## config.mk

```make
export PLATFORM = sky130hd
export DESIGN_NAME = mmc_cu_scheduler
export DESIGN_NICKNAME = d
export VERILOG_FILES = /design/src/rtl/mmc_defs.sv /design/src/rtl/mmc_rr_arbiter.sv /design/src/rtl/mmc_cu_scheduler.sv
export SDC_FILE = /design/constraint.sdc
export NUM_CORES = 1
export LEC_CHECK = 0
export ABC_AREA = 1
export CAP_MARGIN = 5
export CORE_UTILIZATION = 28
export CTS_CLUSTER_SIZE = 28
export DETAILED_ROUTE_END_ITERATION = 8
export SETUP_SLACK_MARGIN = 0.4
export SLEW_MARGIN = 20
export SYNTH_ARGS = -nofsm -noshare
export SYNTH_HDL_FRONTEND = slang
export SYNTH_SLANG_ARGS = --single-unit
```

## constraint.sdc

```tcl
create_clock -name clk -period 7.9 [get_ports clk]
set_input_delay 0.79 -clock clk [delete_from_list [all_inputs] [get_ports clk]]
set_output_delay 0.79 -clock clk [all_outputs]
set_load 0.05 [all_outputs]
```

## src/rtl/mmc_defs.sv

```systemverilog
// mmc_defs: shared constants and state encoding for the matrix-multiply
// CU scheduler and its round-robin arbiter.
//   N       matrix dimension (N*N output elements)
//   NUM_CU  number of computation units
//   DATA_W  result width
//   ADDR_W  element index / MEM_C address width
package mmc_defs;

  localparam int N      = 32;
  localparam int NUM_CU = 4;
  localparam int DATA_W = 21;
  localparam int ADDR_W = 10;
  localparam int ELEMS  = N * N;
  localparam int PTR_W  = (NUM_CU > 1) ? $clog2(NUM_CU) : 1;

  // Counters are one bit wider than an index so they can hold ELEMS itself.
  localparam logic [ADDR_W:0] ELEMS_C = ADDR_W'(0) + (ADDR_W + 1)'(ELEMS);
  localparam logic [ADDR_W:0] LAST_C  = ELEMS_C - 1'b1;

  typedef enum logic [1:0] {
    IDLE = 2'd0,
    RUN  = 2'd1,
    DONE = 2'd2
  } state_t;

  // Round-robin pointer advance: wraps at NUM_CU even when it is not a power of two.
  function automatic logic [PTR_W-1:0] ptr_inc(input logic [PTR_W-1:0] p);
    return (int'(p) == NUM_CU - 1) ? '0 : p + 1'b1;
  endfunction

endpackage

```

## src/rtl/mmc_rr_arbiter.sv

```systemverilog
// mmc_rr_arbiter: combinational round-robin arbiter.
// Ports:
//   req          request vector, one bit per requester
//   ptr          requester index where the search starts
//   grant        one-hot grant (all zero when nothing requests)
//   grant_idx    encoded index of the granted requester
//   grant_valid  a grant was issued this cycle
// The rotating pointer register lives in the caller.
module mmc_rr_arbiter
  import mmc_defs::*;
#(
  parameter int WIDTH = NUM_CU,
  localparam int IW = (WIDTH > 1) ? $clog2(WIDTH) : 1
) (
  input  logic [WIDTH-1:0] req,
  input  logic [IW-1:0]    ptr,
  output logic [WIDTH-1:0] grant,
  output logic [IW-1:0]    grant_idx,
  output logic             grant_valid
);

  int cand;

  always_comb begin
    grant       = '0;
    grant_idx   = '0;
    grant_valid = 1'b0;
    cand        = 0;
    for (int k = 0; k < WIDTH; k++) begin
      cand = (int'(ptr) + k) % WIDTH;
      if (!grant_valid && req[IW'(cand)]) begin
        grant_valid         = 1'b1;
        grant[IW'(cand)]    = 1'b1;
        grant_idx           = IW'(cand);
      end
    end
  end

endmodule

```

## src/rtl/mmc_cu_scheduler.sv

```systemverilog
// mmc_cu_scheduler: hands output-element indices 0..N*N-1 to idle CUs and
// funnels their results, one per cycle, into the MEM_C write port.
// Ports:
//   clk, rst    clock, synchronous active-high reset
//   start       begin a full matrix (honoured in IDLE or DONE only)
//   done        high from completion until next accepted start / reset
//   cu_start    registered one-cycle dispatch pulse per CU
//   cu_idx      per-CU element index, packed NUM_CU x ADDR_W
//   cu_valid    per-CU result ready, held until acked
//   cu_result   per-CU result, packed NUM_CU x DATA_W
//   cu_ack      one-hot combinational grant
//   c_we        MEM_C write enable (= |cu_ack)
//   c_addr      MEM_C write address (index of the granted CU)
//   c_din       MEM_C write data (result of the granted CU)
//
// state | meaning
// ------+--------------------------------------------------------------
// IDLE  | after reset; waiting for start
// RUN   | dispatching indices and collecting results
// DONE  | all N*N results written; done held; start launches a rerun
module mmc_cu_scheduler
  import mmc_defs::*;
(
  input  logic                     clk,
  input  logic                     rst,
  input  logic                     start,
  output logic                     done,
  output logic [NUM_CU-1:0]        cu_start,
  output logic [NUM_CU*ADDR_W-1:0] cu_idx,
  input  logic [NUM_CU-1:0]        cu_valid,
  input  logic [NUM_CU*DATA_W-1:0] cu_result,
  output logic [NUM_CU-1:0]        cu_ack,
  output logic                     c_we,
  output logic [ADDR_W-1:0]        c_addr,
  output logic [DATA_W-1:0]        c_din
);

  state_t                          state;
  logic [NUM_CU-1:0][ADDR_W-1:0]   idx_q;
  logic [NUM_CU-1:0][DATA_W-1:0]   res_v;
  logic [NUM_CU-1:0]               busy;
  logic [NUM_CU-1:0]               busy_nxt;
  logic [ADDR_W:0]                 next_idx;
  logic [ADDR_W:0]                 wr_cnt;
  logic [PTR_W-1:0]                rr_ptr;

  logic [NUM_CU-1:0]               req;
  logic [NUM_CU-1:0]               grant;
  logic [PTR_W-1:0]                gnt_idx;
  logic                            gnt_valid;
  logic                            disp_en;
  logic [PTR_W-1:0]                disp_sel;

  assign res_v  = cu_result;
  assign cu_idx = idx_q;

  // Outside RUN no request reaches the arbiter, so ack/we stay low and a
  // valid from a CU that was never dispatched is ignored.
  assign req = (state == RUN) ? (cu_valid & busy) : '0;

  mmc_rr_arbiter #(.WIDTH(NUM_CU)) u_arb (
    .req         (req),
    .ptr         (rr_ptr),
    .grant       (grant),
    .grant_idx   (gnt_idx),
    .grant_valid (gnt_valid)
  );

  assign cu_ack = grant;
  assign c_we   = gnt_valid;
  assign c_addr = gnt_valid ? idx_q[gnt_idx] : '0;
  assign c_din  = gnt_valid ? res_v[gnt_idx] : '0;

  // Lowest idle CU. busy is the registered value, so a CU acked this
  // cycle is only dispatchable from the next one.
  always_comb begin
    disp_sel = '0;
    disp_en  = 1'b0;
    for (int i = NUM_CU - 1; i >= 0; i--) begin
      if (!busy[PTR_W'(i)]) begin
        disp_sel = PTR_W'(i);
        disp_en  = 1'b1;
      end
    end
    if (state != RUN || next_idx >= ELEMS_C) disp_en = 1'b0;
  end

  always_comb begin
    busy_nxt = busy & ~grant;
    if (disp_en) busy_nxt[disp_sel] = 1'b1;
  end

  always_ff @(posedge clk) begin
    if (rst) begin
      state    <= IDLE;
      done     <= 1'b0;
      cu_start <= '0;
      idx_q    <= '0;
      busy     <= '0;
      next_idx <= '0;
      wr_cnt   <= '0;
      rr_ptr   <= '0;
    end else begin
      cu_start <= '0;
      case (state)
        IDLE, DONE: begin
          if (start) begin
            state    <= RUN;
            done     <= 1'b0;
            busy     <= '0;
            next_idx <= '0;
            wr_cnt   <= '0;
          end
        end
        RUN: begin
          busy <= busy_nxt;
          if (disp_en) begin
            cu_start[disp_sel] <= 1'b1;
            idx_q[disp_sel]    <= next_idx[ADDR_W-1:0];
            next_idx           <= next_idx + 1'b1;
          end
          if (gnt_valid) begin
            wr_cnt <= wr_cnt + 1'b1;
            rr_ptr <= ptr_inc(gnt_idx);
            if (wr_cnt == LAST_C) begin
              state <= DONE;
              done  <= 1'b1;
            end
          end
        end
        default: state <= IDLE;
      endcase
    end
  end

endmodule
```

# Word level (Yosys, flattened, before mapping)
# Cells that the tools add are included.
[totals] register_bits=75 in_bits=91 word_cells=136
[op_classes] addsub=6 order_cmp=12 eq_ne=9 muxes=66 n_bitwise=9 n_reduce_logical=23
[ops] op="case mux 11 bit (2 select lines)" n=2
[ops] op="binary-select mux 21 bit (select 2 bit)" n=1
[ops] op="2-to-1 mux 21 bit" n=2
[ops] op="bitwise mux 40 bit" n=1
[ops] op="2-to-1 mux 11 bit" n=3
[ops] op="2-to-1 mux 10 bit" n=3
[ops] op="2-to-1 mux 4 bit" n=7
[ops] op="2-to-1 mux 1 bit" n=23
[ops] op="adder 11 x 1 -> 11 bit (second input constant)" n=2
[ops] op="binary-select mux 10 bit (select 2 bit)" n=1
[ops] op="demux 10 bit (select 2 bit)" n=1
[ops] op="2-to-1 mux 2 bit" n=10
[ops] op="< comparator 2 x 4 -> 1 bit (second input constant)" n=4
[ops] op="OR 4 bit" n=4
[ops] op="equality test 11 x 10 -> 1 bit (second input constant)" n=1
[ops] op=">= comparator 11 bit (second input constant)" n=1
[ops] op="demux 1 bit (select 2 bit)" n=5
[ops] op=">= comparator 2 x 1 -> 1 bit (second input constant)" n=5
[ops] op="AND reduction 3 bit" n=3
[ops] op="AND 4 bit" n=2
[ops] op="binary-select mux 1 bit (select 2 bit)" n=4
[ops] op="logical AND 1 bit" n=8
[ops] op="case mux 4 bit (2 select lines)" n=1
[ops] op="< comparator 2 x 3 -> 1 bit (second input constant)" n=2
[ops] op="other kinds (18)" n=29

# Depth between registers and ports, before layout
[logic_depth] depth_word=20 mapped_depth=17 ltp_nobuf=15

# Cells and area by module
# Synthesis repeated with hierarchy kept, for this count alone.
[unflattened] cells_unflattened=580 hier_area_um2=3672.3
[by_module_without_submodules] mod="mmc_cu_scheduler" n_inst=1 cells_per_inst=486 area_each_um2=3151.8
[by_module_without_submodules] mod="mmc_rr_arbiter" n_inst=1 cells_per_inst=94 area_each_um2=520.5

# Worst setup path before layout
# No wires, ideal clock.
[synth_path] path_type="reg-to-output" from="register rr_ptr[1]" to="output port c_din[14]" arrival_time_ps=2917 t_required_ps=7110 path_slack_ps=4193 stages_incl_launch_ff=15 path_cell_list="dfxtp_1 -> inv_1 -> ha_1 -> inv_1 -> nand3_1 -> nand2_4 -> nor2_4 -> nor2_1 -> nand2_2 -> nand2_2 -> buf_6 -> buf_6 -> nand2_1 -> nand3_1 -> a21oi_1"
[synth_between] elab_chain_cells=16 elab_cells_between_ends=32
[synth_rtl] element="start: declaration" line="mmc_cu_scheduler.sv:45" rtl="logic [PTR_W-1:0] rr_ptr;"
[synth_rtl] element="start signal: assignment" line="mmc_cu_scheduler.sv:124" rtl="rr_ptr <= ptr_inc(gnt_idx);"
[synth_rtl] element="parallel branches: the longest is 15 deep, another holds adder 2 x 1 -> 2 bit"
[synth_rtl] element="2-to-1 mux 21 bit *" line="mmc_cu_scheduler.sv:72" rtl="assign c_din = gnt_valid ? res_v[gnt_idx] : '0;"
[synth_rtl] element="end: declaration" line="mmc_cu_scheduler.sv:35" rtl="output logic [DATA_W-1:0] c_din"
# Mark *: on every way between the ends. The select of a mux whose other input is x is not followed.

# Worst setup path after layout
[layout_path] from="register rr_ptr[1]" to="output port c_addr[8]"
[layout_between] elab_chain_cells=16 elab_cells_between_ends=32
[layout_rtl] element="parallel branches: the longest is 15 deep, another holds adder 2 x 1 -> 2 bit"
[layout_rtl] element="2-to-1 mux 10 bit *" line="mmc_cu_scheduler.sv:71" rtl="assign c_addr = gnt_valid ? idx_q[gnt_idx] : '0;"
[layout_rtl] element="end: declaration" line="mmc_cu_scheduler.sv:34" rtl="output logic [ADDR_W-1:0] c_addr,"
# Marks and branches as above.

==> flow_results.org <==
** Cells and area
- After the last flow step, the layout net total stands at just over 800.
- ANT cells :: 0
- Compared with the post-synthesis result, the final layout area differs by 43.5%.
- The layout has 1344 filler cells.
- Sequential cell area :: 1060 µm²
- Final standard cell area without fillers :: roughly 5400 µm²
- Layout cell share with drive strength beyond 1 :: about 3.9%
- Multi-input gate area in the final layout :: about 2100 µm²

** Power and ir drop
- Dividing total power by cell area gives a power density of roughly 310 nW/µm².
- Across the VDD grid, the largest voltage drop is around 0.0002 V.
- The design draws between 1.5 and 2 mW.
- For this design the static power due to leakage is 2.36 nW.

** Run status
- Result of the run :: completed

** Placed design
- At the end of routability-driven placement, the weighted congestion stood at around 0.90.
- HPWL after DPL :: ~9500 µm
- Worst setup slack before clock tree synthesis :: 2610 ps
- The placed instances occupy a cell area of 5210 µm².
- IO buf count :: between 100 and 150

** Global routing
- The via count of the first global-routing pass was ~3700.
- Across every metal layer, demand over resource in global routing totals 17.2%.
- Global-route congestion overflow total :: 0
- The initial antenna violation count came to 0.
- Largest net degree at the start of global routing :: 52
- The first global-routing pass estimated 19500 µm of wire.

** Logic synthesis
- Counting every instance in the synthesized netlist gives 590.
- Number of distinct library cell variants in the gate-level netlist after synthesis :: 35
- Among all flip-flop cells after synthesis, the most frequent one is dfxtp_1.
- Sequential cells were found to cover between 20 and 30% of the synthesized design area.
- In this run, synthesis inferred 0 flip-flops with an integrated enable.
- A synthesized cell averages 6.34 µm².
- Seq cells post-synth :: between 50 and 60
- Among all cell types in the netlist, the one instantiated most often is nand2_1.
- FFs w/ async S/R, synth :: 0%
- Area share of the largest cell type after synthesis :: between 20% and 30%
- Synth cell count leaders :: nand2_1 (121), inv_1 (85), a21oi_1 (61)
- For this run, the number of Yosys warnings is 0.
- Summing every instance area after synthesis gives around 3700 µm².
- By area the synthesized netlist is led by dfxtp_1 (28%), nand2_1 (12%), inv_1 (8.5%).
- Of all cell types, the one taking the most synthesized area is dfxtp_1.

** Route
- Detailed router's first-iteration violation count :: ~270
- Detailed routing inserted a total of slightly above 4000 vias.
- Number of optimization iterations in the first detailed-route pass :: 7
- Routed len/inst :: roughly 14 µm
- The routed design has between 10000 and 15000 µm of wire.
- For this run, design rule violations remaining after detail routing come to 0.
- Number of nets with antenna violations after routing :: 0
- Avg Vias per Cell :: between 4 and 5

** Worst setup path
- Worst-path maximum fanout :: 51
- Register-to-register setup slack :: 4400 ps
- STA puts the critical path data required time at around 7000 ps.
- STA classifies the critical path endpoint as an output pin.
- In this design, the stage delay of the slowest critical-path cell is 840 ps.
- The endpoint identified for the worst register-to-register timing path is rr_ptr[1].
- STA classifies the critical path startpoint as a flip-flop.
- R2R cell count :: 13
- Launch point of the worst reg-to-reg path :: rr_ptr[1]
- The worst setup path is of the flip-flop to output pin kind.
- The slowest stage of the critical path is the clkdlybuf4s50_1 cell.
- Data arrival time of the critical path :: 4550 ps
- The critical path goes through inv_1 > ha_1 > inv_1 > nand3_1 > nand2_4 > a21oi_1 > nand2_1 > nand2_2 > buf_4 > nor2_1 > nor2_1 > clkdlybuf4s50_1.

** STA
- Final max-slew violation count :: 0
- Total setup violations reported at the end of the flow :: 0
- The worst path uses 67.6% of the clock period.
- For the finished layout, the period the worst path requires is approximately 5300 ps.
- Peak Freq :: 187 MHz
- For the pin with the worst max-slew slack, the measured transition is approximately 1000 ps.
- Hold slack final :: around 460 ps
- Setup repair after global routing left no endpoint under its margin.
- Worst-case setup margin in the final layout :: around 2600 ps
- Total negative slack for setup checks :: 0 ps
- Measured against its own limit, the worst slew margin works out to a little under a third.
- The count of endpoints failing hold in the final timing report is 0.
- On the final layout, the worst clock skew is around 8 ps.

** Floorplan
- Row generation in the floorplan step produced slightly above 40 rows.
- Core outline area :: between 10000 and 15000 µm²
- The die is between 100 and 150 µm tall.
- The floorplan step defined a die boundary enclosing 13800 µm².
- Starting Density :: roughly 29%
- Die outline width :: about 120 µm
- Pin placement for this block handled approximately 170 I/O pins.

** Min path
- The startpoint identified for the worst hold timing path is busy[3].
- Worst Hold Path EP :: busy[3]
- The tightest min-delay check is of the flip-flop to flip-flop type.
- The worst hold path passes through 2 cells.

** Clocking
- Post-CTS clock slew at the launch and capture registers of the worst setup and hold paths :: approximately 70 ps
- After clock tree synthesis, the repair step resized 0 gates.
- Clock latency on the worst-skew pair :: between 200 and 300 ps
- TritonCTS built the clock tree.
- Clock buffer count from CTS :: 5
- Post-CTS Setup Repair Bufs :: 0
- # hold bufs at CTS :: 0
- H-tree depth :: 2
- Clock net sink count :: 53
- Cell at the root of the clock tree :: clkbuf_16
- In this run the deepest clock path goes through 2 buffers.

** Job
- The tool flagged a number of max-cap violations equal to 0.
-- layer usage --
metal	part of all wire, %	wire length [µm]	track usage, %
met5	0	0	0
met4	0.99	121	3.37
met3	5.8	701	2.57
met2	49	5950	31.5
met1	44	5390	21.2
-- state kept, by name (all words and copies together), names as in the netlist --
signal / count
next_idx: 11
busy: 4
rr_ptr: 2
wr_cnt: 11
cu_idx: 20
done: 1
state: 2
cu_start: 2
-- cell families (layout without fill, tap and decap cells) --
| kind of cell | count (synthesis) | count (layout) | synth area share (%) |
|---|---|---|---|
| compound gates | 153 | 153 | 22.7 |
| xor+xnor | 4 | 4 | 0.936 |
| fa+ha+maj | 10 | 10 | 3.34 |
| buf+inv | 134 | 245 | 17.5 |
| flops | 53 | 53 | 28.4 |
| other cells | 1 | 22 | 0.100 |
| simple gates | 235 | 235 | 27.1 |
-- power by group --
group | total (mW) | internal, mW | switching [mW]
Sequential | 0.305 | 0.283 | 0.0215
Combinational | 1.13 | 0.329 | 0.798
Clock | 0.221 | 0.119 | 0.102
Total | 1.65 | 0.732 | 0.921
-- worst max-delay path: cells and delay by family (launching register included) --
family | cells | cell delay (ps)
DFF | 1 | 570
adders and majority gates | 1 | 480
buffers and inverters | 4 | 1780
AOI/OAI and AO/OA | 1 | 150
and+or+nand+nor | 6 | 1240
-- cells in the final DEF (no fill, tap or decap) --
master / count
nand3_1: 31
o2111ai_1: 2
a21boi_0: 1
nand4_4: 1
conb_1: 22
o21ai_1: 19
ha_1: 10
and2_1: 1
clkdlybuf4s50_1: 149
nand3_2: 1
clkbuf_16: 5
a211oi_2: 1
a21oi_1: 61
o211ai_1: 19
nand2_1: 121
nor2_1: 55
o21ai_0: 42
o21ai_2: 1
xor2_1: 4
o22ai_1: 2
clkinvlp_4: 1
inv_2: 2
nand2_4: 2
nor3_1: 6
buf_4: 1
nor2_4: 2
dfxtp_1: 53
nor2_2: 5
o21bai_1: 1
nand3b_1: 3
nand2_2: 4
clkinv_4: 1
a211oi_1: 4
nand4_1: 3
inv_1: 85
inv_6: 1
-- area by class of cell --
| class | instances | area share, % |
|---|---|---|
| multi-input combinational | 424 | 39.4 |
| clock buffer | 5 | 2.33 |
| tap | 172 | 4.01 |
| timing repair buffer | 150 | 27.9 |
| sequential | 53 | 19.8 |
| inverter | 87 | 6.08 |
| clock inverter | 3 | 0.466 |
-- worst max path at each step --
stage	slack, ps	startpoint	endpoint
global route	2130	rr_ptr[1]	c_addr[8]
detailed placement	2610	cu_valid[1]	c_addr[8]
global placement	2700	cu_valid[0]	c_addr[8]
finish	2560	rr_ptr[1]	c_addr[8]
floorplan	4190	rr_ptr[1]	c_din[14]
CTS	2480	rr_ptr[1]	c_addr[8]
-- through the flow --
step	instances	utilization, %
after floorplan	611	-
after global placement	886	40.6
after detailed placement	886	40.6
after CTS	894	41.8
after global routing	894	41.9
final	894	41.9
(Power assumes the default switching activity.)
